--- config.mk ---
export PLATFORM = sky130hd
export DESIGN_NAME = bit_serializer
export DESIGN_NICKNAME = d
export VERILOG_FILES = /design/src/rtl/ser_pkg.sv /design/src/rtl/ser_fifo.sv /design/src/rtl/bit_serializer.sv
export SDC_FILE = /design/constraint.sdc
export NUM_CORES = 1
export LEC_CHECK = 0
export BUFFER_PORTS_ARGS = -buffer_cell sky130_fd_sc_hd__buf_2
export CORE_MARGIN = 3
export CORE_UTILIZATION = 30
export DETAILED_ROUTE_END_ITERATION = 10
export SLEW_MARGIN = 20
export SYNTH_ARGS = -nofsm -noshare
export SYNTH_HDL_FRONTEND = slang
export SYNTH_SLANG_ARGS = --single-unit
--- constraint.sdc ---
create_clock -name clk -period 2.87 [get_ports clk]
set_input_delay 0.7175 -clock clk [delete_from_list [all_inputs] [get_ports clk]]
set_output_delay 0.7175 -clock clk [all_outputs]
set_load 0.01 [all_outputs]
--- src/rtl/ser_pkg.sv ---
// Shared types and defaults for the bit serializer slice.
// Optional feature macro: SER_LSB_FIRST_EN (LSB-first emission).
package ser_pkg;

  localparam int WIDTH_DEF = 8;
  localparam int DEPTH_DEF = 4;
  localparam int WCNT_W    = 16;

  typedef enum logic {
    S_IDLE  = 1'b0,
    S_SHIFT = 1'b1
  } ser_state_t;

  // Bits needed to hold values 0..n-1, never less than one.
  function automatic int cnt_w(input int n);
    return (n > 1) ? $clog2(n) : 1;
  endfunction

endpackage

--- src/rtl/ser_fifo.sv ---
// Synchronous word FIFO with registered full/empty flags and occupancy count.
// Show-ahead read: o_rdata always presents the head entry.
module ser_fifo
  import ser_pkg::*;
#(
  parameter int WIDTH = WIDTH_DEF,
  parameter int DEPTH = DEPTH_DEF
) (
  input  logic             clk,
  input  logic             rst,
  input  logic             i_push,
  input  logic [WIDTH-1:0] i_wdata,
  input  logic             i_pop,
  output logic [WIDTH-1:0] o_rdata,
  output logic             o_full,
  output logic             o_empty
);

  localparam int AW = cnt_w(DEPTH);
  localparam int CW = cnt_w(DEPTH + 1);

  logic [WIDTH-1:0] r_mem [DEPTH];
  logic [AW-1:0]    r_wr_ptr;
  logic [AW-1:0]    r_rd_ptr;
  logic [CW-1:0]    r_count;
  logic             r_full;
  logic             r_empty;

  logic             w_push;
  logic             w_pop;
  logic [CW-1:0]    w_count_nxt;

  assign w_push  = i_push && !r_full;
  assign w_pop   = i_pop && !r_empty;
  assign o_rdata = r_mem[r_rd_ptr];
  assign o_full  = r_full;
  assign o_empty = r_empty;

  always_comb begin
    w_count_nxt = r_count;
    unique case ({w_push, w_pop})
      2'b10:   w_count_nxt = r_count + 1'b1;
      2'b01:   w_count_nxt = r_count - 1'b1;
      default: w_count_nxt = r_count;
    endcase
  end

  always_ff @(posedge clk) begin
    if (w_push) begin
      r_mem[r_wr_ptr] <= i_wdata;
    end
  end

  // Flags are derived from the next count so they are registered yet exact.
  always_ff @(posedge clk) begin
    if (rst) begin
      r_wr_ptr <= '0;
      r_rd_ptr <= '0;
      r_count  <= '0;
      r_full   <= 1'b0;
      r_empty  <= 1'b1;
    end else begin
      if (w_push) begin
        r_wr_ptr <= r_wr_ptr + 1'b1;
      end
      if (w_pop) begin
        r_rd_ptr <= r_rd_ptr + 1'b1;
      end
      r_count <= w_count_nxt;
      r_full  <= (w_count_nxt == CW'(DEPTH));
      r_empty <= (w_count_nxt == '0);
    end
  end

endmodule

--- src/rtl/bit_serializer.sv ---
// Parallel-to-serial converter: FIFO-buffered words shifted out one bit per enabled cycle.
// Define SER_LSB_FIRST_EN for bit-0-first emission; default is MSB-first.
module bit_serializer
  import ser_pkg::*;
#(
  parameter int WIDTH = WIDTH_DEF,
  parameter int DEPTH = DEPTH_DEF
) (
  input  logic              clk,
  input  logic              rst,
  input  logic [WIDTH-1:0]  data_in,
  input  logic              data_valid,
  output logic              data_ready,
  input  logic              ser_en,
  output logic              ser_out,
  output logic              ser_valid,
  output logic [WCNT_W-1:0] word_cnt
);

  localparam int BW = cnt_w(WIDTH);

  ser_state_t        r_state;
  logic [WIDTH-1:0]  r_shift;
  logic [BW-1:0]     r_bit_cnt;
  logic              r_ser_out;
  logic              r_ser_valid;
  logic [WCNT_W-1:0] r_word_cnt;

  logic              w_full;
  logic              w_empty;
  logic [WIDTH-1:0]  w_fifo_data;
  logic              w_push;
  logic              w_pop;
  logic              w_last;
  logic              w_cur_bit;
  logic [WIDTH-1:0]  w_shift_nxt;

  assign data_ready = !w_full && !rst;
  assign w_push     = data_valid && data_ready;
  assign w_last     = (r_bit_cnt == '0);

`ifdef SER_LSB_FIRST_EN
  assign w_cur_bit   = r_shift[0];
  assign w_shift_nxt = {1'b0, r_shift[WIDTH-1:1]};
`else
  assign w_cur_bit   = r_shift[WIDTH-1];
  assign w_shift_nxt = {r_shift[WIDTH-2:0], 1'b0};
`endif

  // A pop in S_SHIFT only happens alongside the last bit, keeping words gap-free.
  always_comb begin
    w_pop = 1'b0;
    if (ser_en && !w_empty) begin
      unique case (r_state)
        S_IDLE:  w_pop = 1'b1;
        S_SHIFT: w_pop = w_last;
        default: w_pop = 1'b0;
      endcase
    end
  end

  ser_fifo #(
    .WIDTH (WIDTH),
    .DEPTH (DEPTH)
  ) u_fifo (
    .clk     (clk),
    .rst     (rst),
    .i_push  (w_push),
    .i_wdata (data_in),
    .i_pop   (w_pop),
    .o_rdata (w_fifo_data),
    .o_full  (w_full),
    .o_empty (w_empty)
  );

  always_ff @(posedge clk) begin
    if (rst) begin
      r_state     <= S_IDLE;
      r_shift     <= '0;
      r_bit_cnt   <= '0;
      r_ser_out   <= 1'b0;
      r_ser_valid <= 1'b0;
      r_word_cnt  <= '0;
    end else begin
      unique case (r_state)
        S_IDLE: begin
          r_ser_valid <= 1'b0;
          if (w_pop) begin
            r_shift   <= w_fifo_data;
            r_bit_cnt <= BW'(WIDTH - 1);
            r_state   <= S_SHIFT;
          end
        end
        S_SHIFT: begin
          if (ser_en) begin
            r_ser_out   <= w_cur_bit;
            r_ser_valid <= 1'b1;
            if (w_last) begin
              r_word_cnt <= r_word_cnt + 1'b1;
              if (w_pop) begin
                r_shift   <= w_fifo_data;
                r_bit_cnt <= BW'(WIDTH - 1);
              end else begin
                r_state <= S_IDLE;
              end
            end else begin
              r_shift   <= w_shift_nxt;
              r_bit_cnt <= r_bit_cnt - 1'b1;
            end
          end else begin
            r_ser_valid <= 1'b0;
          end
        end
        default: r_state <= S_IDLE;
      endcase
    end
  end

  assign ser_out   = r_ser_out;
  assign ser_valid = r_ser_valid;
  assign word_cnt  = r_word_cnt;

endmodule
After elaboration in Yosys (flattened, before gate mapping)
Memory sizes are Yosys's and may differ from the RTL's. A register that Yosys moved wholly into a read port is not among the register bits.
Index checks and enable logic that the tools add are counted.

cells by class
  multipliers = 0
  divide/modulo/power cells = 0
  magnitude comparators = 0
  shifts and indexed selects = 0
  muxes and demuxes = 21
  bitwise logic cells = 1
  equal/unequal tests = 4
  $add $sub $neg = 6
  reductions and logical operators = 12

operators by type and width
  kind                                                                 number
  8-bit 2-to-1 mux                                                     3
  16-bit by 1-bit adder with 16-bit output (second input constant)     1
  8-bit case mux with 2 select lines                                   1
  3-bit case mux with 2 select lines                                   2
  3-bit 2-to-1 mux                                                     3
  1-bit 2-to-1 mux                                                     7
  3-bit logical NOT                                                    2
  1-bit case mux with 2 select lines                                   3
  3-bit by 1-bit subtractor with 3-bit output (second input constant)  2
  1-bit logical AND                                                    5
  2-bit by 1-bit adder with 2-bit output (second input constant)       2
  2-bit 2-to-1 mux                                                     2
  3-bit by 1-bit adder with 3-bit output (second input constant)       1
  3-bit == test (second input constant)                                1
  1-bit logical NOT                                                    3
  3-bit AND reduction                                                  1
  2-bit by 1-bit == test with 1-bit output (second input constant)     1
  2-bit == test (second input constant)                                1
  2-bit != test (second input constant)                                1
  2-bit AND reduction                                                  1
  1-bit NOT                                                            1

storage, ports and cells
  bits in writable memories = 32
  output and inout bits = 19
  input port bits = 12
  bits in read-only memories = 0
  memories = 1
  logic and storage cells = 56
  bits in registers = 39
  latch bits = 0

memories
  name          depth  width  read ports  clocked after memory_dff  wr ports  line            RTL
  u_fifo.r_mem  4      8      1           1                         1         ser_fifo.sv:22  logic [WIDTH-1:0] r_mem [DEPTH];

Logic depth before layout (Yosys ltp)
  depth in word-level cells = 7
  depth in mapped cells = 11
  mapped depth without buffers = 10

Modules after synthesis
A second synthesis with hierarchy kept.

second synthesis, totals
  cell total of the unflattened synthesis = 257
  area, all modules = 3124.2 µm²

modules (own cells, without submodules)
  module          area each (µm²)  instances  sequential area each (µm²)  cells each
  ser_fifo        1692.9           1          1181.1                      97
  bit_serializer  1431.4           1          600.6                       160

Worst setup path before layout
No wires, ideal clock.

  path type = input to register
  from = in rst
  to = reg u_fifo.r_full (netlist: u_fifo.o_full)
  buffers on the path = 0
  data arrival time = 2.628 ns
  path slack = 0.177 ns
  required time = 2.805 ns
  stages = 9
  library setup time = 0.065 ns
  cell sequence = nor2_1 and2_1 inv_1 ha_1 fa_1 xnor2_1 or3_1 a21oi_1 nor2b_1

between the ends
  longest elaborated chain between the ends = 7
  elaborated cells on any way between the ends = 8
  classes of those cells = 3 x eq/ne; 1 x mux; 4 x reduce/logical

RTL lines
  element                                                                           line                  RTL
  start, declared                                                                   bit_serializer.sv:10  input logic rst,
  1-bit logical NOT                                                                 bit_serializer.sv:38  assign data_ready = !w_full && !rst;
  1-bit logical AND                                                                 bit_serializer.sv:38
  1-bit logical AND                                                                 bit_serializer.sv:39  assign w_push = data_valid && data_ready;
  1-bit logical AND                                                                 ser_fifo.sv:33        assign w_push = i_push && !r_full;
  2-bit by 1-bit == test with 1-bit output / 2-bit == test (equally long branches)  ser_fifo.sv:41        unique case ({w_push, w_pop})
  3-bit case mux with 2 select lines                                                ser_fifo.sv:41
  3-bit == test                                                                     ser_fifo.sv:70        r_full <= (w_count_nxt == CW'(DEPTH));
  end signal, assigned                                                              ser_fifo.sv:70
  end, declared                                                                     ser_fifo.sv:26        logic r_full;

Parallel ways exist; a longest one is shown, timed or not.
A chain may end at the register's enable or synchronous reset.

Final worst setup path
Ends and elaborated chain as after synthesis.

==> metrics.txt <==
outcome=complete, no violations; Synthesized Nets=~270; Main synth FF type=dfxtp_1; WHS=between 0.4 and 0.5 ns; Worst setup SP type=input pin; Clock Sinks=73; Die Span Y=roughly 110 um; Yosys cell types=between 40 and 50; global route overflow=0; GR Util All Layers=0.100; max_cap viols=0; slew at the pin with the worst max-slew slack=between 0.5 and 0.6 ns; initial antenna violation count=0; Worst Setup SP=rst; fmax=between 0.4 and 0.5 GHz; Mapped Cells=about 250; Worst Path Buf+Inv=2; buffer count from post-CTS setup fixing=0; gp weighted congestion=~0.73; Hold Path Depth=2; fillers=roughly 1000; vias in the first global route=roughly 2000; crit share post-route=0.816; TritonCTS clock tree=done; worst IR drop on VDD=0.000386 V; Die W=107 um; # nets final=301; WL/cell=around 13 um; Hold Buf Count CTS=0; CORE AREA=roughly 0.0098 sq mm; first-pass GRT wire length=roughly 9 mm; Setup Skew=between 0.01 and 0.015 ns; commonest non-fill, non-tap cell in the layout=dfxtp_1; reg2reg start=r_bit_cnt[0]; total power=around 2.4 mW; Post-DRT Antenna Nets=0; final setup TNS=0 ns; ys async rst share=0; PwrDens=slightly below 700 mW/mm^2; clk root buf=clkbuf_8; TritonCTS Buffers=9; WS Path Type=input pin to flip-flop; fin crit period=2.34 ns; Leakage=approximately 1.3 nW; crit path cell chain=buf_2, nor2_1, and2_1, inv_1, ha_1, fa_1, xnor2_1, or3_1, a21oi_1, nor2b_1; delay-heaviest family, CP=simple AND/OR/NAND/NOR gates; clk_lat worst skew=0.35 ns; initial core utilization=0.310; post-CTS sizing=0; DRC viols=0; Hold Crit Class=flip-flop to flip-flop; initial drt markers=55; vias per inst=4.62; CP max stage delay=0.38 ns; first-pass iteration count of the detailed router=4; share of cells above drive strength 1=0.221; routed wire length=5.35 mm; CP Depth=10; # diodes=0; Area Overhead vs Synth=15.7%; highest-delay cell along the critical path=fa_1; Setup-failing EPs final=0; largest net degree at the start of global routing=32; RSZ-0062 raised after global routing=false; syn avg cell area=about 12 sq um; Max Slew Vio Count=0; Ys Warns=0; Port-buffer cells=30; CP arrival=~2.6 ns; Synth Cell Area=just over 0.003 sq mm; normalized max-slew margin=0.603; hold path start=ser_out; area of the die=between 0.01 and 0.015 sq mm; post-synthesis register bit count=73; CTS Buffer Depth=2; most frequent cells in the layout=dfxtp_1, edfxtp_1, buf_2; required time of the critical path=~3.2 ns; Post-synth EDFFs=32; clk slew on worst S/H paths=approximately 0.080 ns; Reg2Reg Depth=10; post-synthesis sequential area ratio=0.585; dpl hpwl=between 3 and 4 mm; Hold Vio Cnt, Final=0; worst-path maximum fanout=4; via count of the routed design=1932; row count=36; top-level I/O count=31; CP Capture Type=flip-flop; H-Tree Depth=3
## worst register-to-register path: stages (launching register included)
cell,delay [ns]
dfxtp_1,0.35
inv_1,0.06
ha_1,0.23
nand2b_1,0.12
a21oi_1,0.11
ha_1,0.24
fa_1,0.38
xnor2_1,0.14
or3_1,0.30
a21oi_1,0.21
nor2b_1,0.14
## flip-flops by register name (all words and copies together) (netlist names), named ones only
signal	flops
word_cnt	16
u_fifo.r_mem	32
ser_out	1
r_bit_cnt	3
r_state	1
r_shift	8
u_fifo.o_full	1
u_fifo.r_wr_ptr	2
u_fifo.r_rd_ptr	2
u_fifo.r_count	3
ser_valid	1
u_fifo.o_empty	1
## per-layer routing
| metal | up-vias | share of wire | wire [um] | GRT usage |
|---|---|---|---|---|
| li1 | 965 | - | - | - |
| met2 | 37 | 0.48 | 2560 | 0.165 |
| met5 | - | 0 | 0 | 0 |
| met4 | 0 | 0.012 | 63 | 0.0356 |
| met3 | 8 | 0.050 | 269 | 0.0361 |
| met1 | 922 | 0.46 | 2460 | 0.122 |
## power by group
part	internal (mW)	switching [mW]	total, mW
Clock	0.339	0.437	0.776
Combinational	0.181	0.178	0.359
Sequential	1.17	0.0757	1.25
Total	1.69	0.691	2.39
## kinds of logic after synthesis
family,count (synthesis),share of synthesized area
DFF,73,0.585
buffers and inverters,17,0.0255
muxes,9,0.0625
adders and majority gates,9,0.0395
and+or+nand+nor,85,0.161
AOI/OAI and AO/OA,39,0.0863
xor gates and xnor gates,14,0.0403
## worst paths after layout
check | end | slack [ns]
worst max-delay path | u_fifo.o_full | 0.53
worst min-delay path | ser_out | 0.46
worst max register to register | u_fifo.o_full | 0.53
worst min register to register | ser_out | 0.46
## Yosys cell counts, types with 2 or more instances
| library cell | instances | share of area |
|---|---|---|
| a21oi_1 | 17 | 0.028 |
| and2_1 | 2 | 0.0041 |
| and3_1 | 8 | 0.016 |
| and4_1 | 2 | 0.0058 |
| buf_2 | 2 | 0.0033 |
| clkbuf_1 | 6 | 0.0074 |
| dfxtp_1 | 41 | 0.27 |
| edfxtp_1 | 32 | 0.32 |
| ha_1 | 8 | 0.033 |
| inv_1 | 6 | 0.0074 |
| mux4_2 | 8 | 0.059 |
| nand2_1 | 13 | 0.016 |
| nand2b_1 | 9 | 0.018 |
| nand3_1 | 6 | 0.0099 |
| nand4_1 | 3 | 0.0062 |
| nand4b_1 | 2 | 0.0058 |
| nor2_1 | 20 | 0.025 |
| nor2b_1 | 2 | 0.0041 |
| o2111a_1 | 7 | 0.026 |
| o21ai_0 | 9 | 0.015 |
| or3_1 | 11 | 0.023 |
| xnor2_1 | 5 | 0.014 |
| xor2_1 | 9 | 0.026 |
## cell type report
class                           count  area, sq um  area share
Sequential cell                    73         1780       0.506
Multi-Input combinational cell    156         1180       0.336
Timing Repair Buffer               33          173      0.0490
Tap cell                          133          166      0.0472
Clock buffer                        9          124      0.0352
Clock inverter                      7         67.6      0.0192
Inverter                            7         26.3     0.00746
## metrics by stage
stage / std cells / cell area [sq um] / util / setup WS [ns]
finish: 418 / 3520 / 0.359 / 0.527
global route: 418 / 3520 / 0.359 / 0.310
CTS: 418 / 3520 / 0.359 / 0.512
detailed placement: 402 / 3330 / 0.339 / 0.141
global placement: 402 / 3330 / 0.339 / 0.216
floorplan: 246 / 3040 / - / 0.177
No activity file was read; power rests on OpenSTA's default activity.
